--- src/rtl/csel_adder_pipe.sv ---
// Pipelined carry-select adder/subtractor, one BLK-bit block per stage; latency WIDTH/BLK cycles.
// Backpressure: out_valid && !out_ready freezes every stage, and in_ready is that advance enable.
module csel_adder_pipe #(
    parameter int WIDTH = 16,
    parameter int BLK   = 4
) (
    input  logic             clk,
    input  logic             rst,
    input  logic             in_valid,
    output logic             in_ready,
    input  logic [WIDTH-1:0] a,
    input  logic [WIDTH-1:0] b,
    input  logic             sub,
    output logic             out_valid,
    input  logic             out_ready,
    output logic [WIDTH-1:0] sum,
    output logic             cout,
    output logic             ovf
);
    localparam int NBLK = WIDTH / BLK;

    // Ripple block add; returns {carry out, carry into block MSB, sum}.
    function automatic logic [BLK+1:0] blk_add(input logic [BLK-1:0] x, input logic [BLK-1:0] y,
                                               input logic ci);
        logic [BLK-1:0] s;
        logic           c;
        logic           cm;
        c  = ci;
        cm = ci;
        s  = '0;
        for (int i = 0; i < BLK; i++) begin
            if (i == BLK - 1) cm = c;
            s[i] = x[i] ^ y[i] ^ c;
            c    = (x[i] & y[i]) | (c & (x[i] ^ y[i]));
        end
        return {c, cm, s};
    endfunction

    logic             adv;
    logic [WIDTH-1:0] bx;
    logic             vld_q [NBLK];
    logic             c_q   [NBLK];
    logic [WIDTH-1:0] sum_q [NBLK];
    logic [WIDTH-1:0] a_q   [NBLK];
    logic [WIDTH-1:0] b_q   [NBLK];
    logic [BLK+1:0]   res   [NBLK];
    logic             ovf_q;

    assign adv      = !vld_q[NBLK-1] || out_ready;
    assign in_ready = adv;
    assign bx       = sub ? ~b : b;

    for (genvar k = 0; k < NBLK; k++) begin : g_stage
        logic [WIDTH-1:0] opa;
        logic [WIDTH-1:0] opb;
        logic [WIDTH-1:0] prev;
        logic [WIDTH-1:0] nxt;
        logic             vin;

        if (k == 0) begin : g_first
            assign opa    = a;
            assign opb    = bx;
            assign prev   = '0;
            assign vin    = in_valid;
            assign res[0] = blk_add(a[BLK-1:0], bx[BLK-1:0], sub);
        end else begin : g_rest
            logic [BLK+1:0] r0;
            logic [BLK+1:0] r1;
            assign opa    = a_q[k-1];
            assign opb    = b_q[k-1];
            assign prev   = sum_q[k-1];
            assign vin    = vld_q[k-1];
            assign r0     = blk_add(opa[k*BLK +: BLK], opb[k*BLK +: BLK], 1'b0);
            assign r1     = blk_add(opa[k*BLK +: BLK], opb[k*BLK +: BLK], 1'b1);
            // Registered carry of the previous block picks the precomputed result.
            assign res[k] = c_q[k-1] ? r1 : r0;
        end

        always_comb begin
            nxt                = prev;
            nxt[k*BLK +: BLK]  = res[k][BLK-1:0];
        end

        always_ff @(posedge clk) begin
            if (rst) begin
                vld_q[k] <= 1'b0;
                c_q[k]   <= 1'b0;
                sum_q[k] <= '0;
                a_q[k]   <= '0;
                b_q[k]   <= '0;
            end else if (adv) begin
                vld_q[k] <= vin;
                c_q[k]   <= res[k][BLK+1];
                sum_q[k] <= nxt;
                a_q[k]   <= opa;
                b_q[k]   <= opb;
            end
        end
    end

    always_ff @(posedge clk) begin
        if (rst) begin
            ovf_q <= 1'b0;
        end else if (adv) begin
            ovf_q <= res[NBLK-1][BLK] ^ res[NBLK-1][BLK+1];
        end
    end

    assign out_valid = vld_q[NBLK-1];
    assign sum       = sum_q[NBLK-1];
    assign cout      = c_q[NBLK-1];
    assign ovf       = ovf_q;
endmodule

--- config.mk ---
export PLATFORM = sky130hd
export DESIGN_NAME = csel_adder_pipe
export DESIGN_NICKNAME = d
export VERILOG_FILES = /design/src/rtl/csel_adder_pipe.sv
export SDC_FILE = /design/constraint.sdc
export NUM_CORES = 1
export LEC_CHECK = 0
export BUFFER_PORTS_ARGS = -buffer_cell sky130_fd_sc_hd__buf_2
export CORE_MARGIN = 2
export CORE_UTILIZATION = 54
export CTS_BUF_LIST = sky130_fd_sc_hd__clkbuf_4
export DETAILED_ROUTE_END_ITERATION = 6
export PLACE_DENSITY = 0.78
export SYNTH_ARGS = -nofsm -noshare
export SYNTH_HDL_FRONTEND = slang
export SYNTH_SLANG_ARGS = --single-unit
--- constraint.sdc ---
create_clock -name clk -period 2.35 [get_ports clk]
set_input_delay 0.47 -clock clk [delete_from_list [all_inputs] [get_ports clk]]
set_output_delay 0.47 -clock clk [all_outputs]
set_load 0.02 [all_outputs]
## Yosys cells after proc, flatten, opt, wreduce, memory -nomap -nowiden

Memory sizes are Yosys's and may differ from the RTL's.
Cells that the tools add are included.

| storage, ports and cells | value |
|---|---|
| register bits | 1 |
| bits in latches | 0 |
| bits in writable memories | 200 |
| memory bits (read-only) | 0 |
| input bits | 37 |
| output and inout port bits | 20 |
| logic and storage cells | 163 |
| memories | 5 |

| operators by class | value |
|---|---|
| add/sub/neg operators | 0 |
| $mul | 0 |
| div/mod/pow operators | 0 |
| magnitude comparators | 0 |
| equality and inequality tests | 0 |
| shift-type cells | 0 |
| muxes and demuxes | 29 |
| bitwise logic cells | 126 |
| reduce and logical (&&, ||, !) cells | 2 |

Memories:

| name | words | width | read ports | clocked after memory_dff | write ports | line | text |
|---|---|---|---|---|---|---|---|
| a_q | 4 | 16 | 3 | 0 | 4 | 44 | `logic [WIDTH-1:0] a_q [NBLK];` |
| b_q | 4 | 16 | 3 | 0 | 4 | 45 | `logic [WIDTH-1:0] b_q [NBLK];` |
| sum_q | 4 | 16 | 4 | 0 | 4 | 43 | `logic [WIDTH-1:0] sum_q [NBLK];` |
| c_q | 4 | 1 | 4 | 0 | 4 | 42 | `logic c_q [NBLK];` |
| vld_q | 4 | 1 | 4 | 0 | 4 | 41 | `logic vld_q [NBLK];` |

Operators by type and width:

| kind | count |
|---|---|
| 16-bit two-way mux | 13 |
| 1-bit OR | 45 |
| 1-bit bitwise XOR | 39 |
| 1-bit AND | 38 |
| 6-bit two-way mux | 3 |
| 16-bit NOT | 1 |
| 1-bit two-way mux | 13 |
| 1-bit NOT | 3 |
| 1-bit zero test | 1 |
| 1-bit logical OR | 1 |

## Logic depth before layout (Yosys ltp)

| logic depth | value |
|---|---|
| depth in word-level cells | 12 |
| mapped depth | 8 |
| depth with buffers taken out | 8 |

## Worst setup path after synthesis

OpenSTA, ideal clock, no wires.

| timing | value |
|---|---|
| path type | in2reg |
| start point | in sub |
| end point | mem sum_q[0][3], data pin |
| library setup time | 0.256 ns |
| arrival time | 2.162 ns |
| data required time | 2.094 ns |
| setup slack | -0.068 ns |
| stages | 8 |
| buffers on the path | 2 |
| path through | buf_2 > buf_4 > xor2_1 > fa_1 > inv_1 > fa_1 > fa_1 > nor2_1 |

RTL lines:

| what | line | text |
|---|---|---|
| start, declared | 13 | `input logic sub,` |
| end, declared | 43 |  |

==> flow_summary.toml <==
[status]
status = "finished clean"

[clocking]
clock_sinks = 97
tritoncts_clock_tree = "done"
clk-insertion-delay-late_ns = 0.43
clock_buffer_depth = 2
clock_tree.htree_level_count = 3
post-cts-setup-buffer-count = 0
cts.repair.resized = 0
cts_inserted_buffers = 9
clock_tree.root_cell = "sky130_fd_sc_hd__clkbuf_4"
path_clk_slew_ns = 0.15
cts-hold-fix-buffers = 0

[grt]
global_router_s_overall_resource_usage = 0.146
antenna_found_initial = 0
grt_overflow = 0
grt_max_degree = 97
first_pass_grt_wire_length_mm = 9.40
vias_in_the_first_global_route = 2133

[synth]
mappedNetlistNets = 345
yosys_warnings = 0
post_synth_instance_area_um2 = 4250
synthesis.area_per_instance_um2 = 14.6
yosys.cell_types.count = 35
synthCells = 290
ys_ff_latch = 97
ys_seq_area_frac = 0.683

[drt]
detail_route.iter0.violations = 97
route.antenna.remaining_nets = 0
via_cell_ratio = 4.68
drt_drc_violations_left = 0
detailedRoute.firstPassIterationCount = 4
dr_total_vias = 2131
route.final.wire_length_mm = 5.72
avgRoutedWirePerCell_um = 12.6

[sta]
report.final.slew_viol_count = 0
setup-violations-final = 0
min_period_over_period = 0.893
slew_headroom = 0.298
grt_setup_unrepaired = "false"
timing.final.ws_setup_ns = 0.251
min_period_ns = 2.10
transition_time_at_the_pin_with_the_least_slew_margin_ns = 1.05
achievable-frequency_mhz = 476
fin_skew_ns = 0.0186
tns_ns = 0
final_hold_viol_count = 0

[finish]
final_layout_size_suffix_gt1_frac = 0.241
finalCoreUtilization = 0.627
antenna_cells_inserted = 0
instances_no_fill = 455
synthToLayoutAreaGrowth_pct = 13.4
final_nets = 404
fillerInstances = 599

[placement]
count_of_placed_standard_cells_including_taps = 440
gp_congestion = 0.732
pre_cts_ws_ns = 0.137
numPortBuffers = 56
detailedPlacementHpwl_mm = 3.54

[die]
core_ar_um2 = 7690
die_area_um2 = 8590
io-pin-count = 57
die-width_um = 92.7
starting_density_of_the_core = 0.553
die_height_um = 92.7
std_cell_rows = 32

[setup_path]
largest_delay_share_family_worst_path = "adder cells"
timing.critical_path.from_type = "flip-flop"
cp_max_fo = 3
r2r.worst_path.cells = 8
critical_path_arrival_ns = 2.28
worst_path_largest_cell_delay_ns = 0.55
critical_path_depth = 8
crit_top_cell = "sky130_fd_sc_hd__nor2_1"
worst_setup_path_end_kind = "flip-flop"
cp_slowest_cell = "sky130_fd_sc_hd__fa_1"
crit_type = "reg -> reg"
cp_cell_sequence = "inv_1 > ha_1 > nor2b_1 > o21ai_1 > a21boi_0 > nor2_1 > fa_1 > nor2_1"
data_required_time_at_the_worst_endpoint_ns = 2.53
worst_path_buffer_plus_inverter_count = 1

[pwr]
overall_power_consumption_mw = 3.42
vdd.ir_drop.worst_mv = 0.424
p_leak_nw = 2.07
areal_power_density_over_the_cells_nw_per_um2 = 710

[min_path]
holdPathStages = 2
worstHoldPathType = "in -> reg"

[flow_run]
max_cap_viol = 0
-- synth_stat cells (all sizes together) --
master,n,area share
edfxtp,96,0.68
and2,68,0.10
nor2,31,0.028
xnor2,22,0.047
inv,17,0.015
ha,12,0.035
buf,6,0.0091
clkbuf,6,0.0062
fa,6,0.028
nand2,3,0.0027
nor2b,3,0.0062
nand2b,2,0.0047
nor3,2,0.0024
nor3b,2,0.0035
or2,2,0.0029
xor2,2,0.0041
a211oi,1,0.0029
a21boi,1,0.0018
a21oi,1,0.0012
a31oi,1,0.0029
dfxtp,1,0.0047
mux2,1,0.0027
o21ai,1,0.0012
o21bai,1,0.0018
o31a,1,0.0041
o31ai,1,0.0018
-- metrics by stage --
stage	hold WS, ns	instance area (um^2)
final	0.257	4820
after floorplan	0.497	4260
after CTS	0.233	4820
after detailed placement	0.502	4640
after global placement	0.500	4640
after global routing	0.231	4820
-- per-layer routing --
layer / wire (um) / global-route usage
met1: 2510 / 0.177
met2: 2830 / 0.242
met3: 263 / 0.0399
met4: 115 / 0.0735
met5: 0 / 0
-- where the power goes --
part,switching (mW),internal (mW),leakage (nW)
registers,0.0312,2.03,1.15
logic,0.158,0.142,0.833
clock network,0.531,0.530,0.0934
-- state kept, by name, summed over array words and instances (netlist names) --
signal / flops
a_q: 24
b_q: 24
c_q: 4
ovf: 1
sum_q: 40
vld_q: 4
-- worst reg2reg max path, cell delays in order (launching register included) --
cell and delay [ns]:
sky130_fd_sc_hd__edfxtp_1 0.38, sky130_fd_sc_hd__inv_1 0.05, sky130_fd_sc_hd__ha_1 0.19, sky130_fd_sc_hd__nor2b_1 0.14, sky130_fd_sc_hd__o21ai_1 0.12, sky130_fd_sc_hd__a21boi_0 0.27, sky130_fd_sc_hd__nor2_1 0.11, sky130_fd_sc_hd__fa_1 0.55
sky130_fd_sc_hd__nor2_1 0.04
-- final timing paths --
kind	startpoint	to	slack [ns]
worst max-delay path	b_q[0][24]$_SDFFCE_PN0P_	sum_q[2][11]$_SDFFCE_PN0P_	0.25
worst min-delay path	rst	ovf$_SDFFE_PP0N_	0.26
worst max register to register	b_q[0][24]$_SDFFCE_PN0P_	sum_q[2][11]$_SDFFCE_PN0P_	0.25
worst min register to register	b_q[0][8]$_SDFFCE_PN0P_	b_q[0][24]$_SDFFCE_PN0P_	0.53
-- final cells by class --
cell class | count | area, um^2 | share of cell area
Inverter | 17 | 63.8 | 0.0132
Clock buffer | 9 | 67.6 | 0.0140
Multi-Input combinational cell | 164 | 1230 | 0.254
Clock inverter | 6 | 108 | 0.0223
Sequential cell | 97 | 2900 | 0.602
Tap cell | 102 | 128 | 0.0265
Timing Repair Buffer | 60 | 323 | 0.0670
-- cell families after synthesis --
group	after synthesis	share of synthesized area
xor+xnor	24	0.0513
compound gates	8	0.0177
mux	1	0.00265
fa+ha+maj	18	0.0636
buf+inv	29	0.0303
simple gates	113	0.151
flops	97	0.683
-- cells in the final DEF, fill, tap and decap left out, types with 2 or more instances in the layout --
cell	n
sky130_fd_sc_hd__and2_1	67
sky130_fd_sc_hd__buf_2	56
sky130_fd_sc_hd__buf_4	3
sky130_fd_sc_hd__bufinv_16	3
sky130_fd_sc_hd__clkbuf_4	9
sky130_fd_sc_hd__edfxtp_1	96
sky130_fd_sc_hd__fa_1	6
sky130_fd_sc_hd__ha_1	12
sky130_fd_sc_hd__inv_1	17
sky130_fd_sc_hd__nand2_1	3
sky130_fd_sc_hd__nor2_1	30
sky130_fd_sc_hd__nor2b_1	2
sky130_fd_sc_hd__nor3_1	2
sky130_fd_sc_hd__nor3b_1	2
sky130_fd_sc_hd__xnor2_1	21
Note: power is estimated with default switching activity, not from simulation.
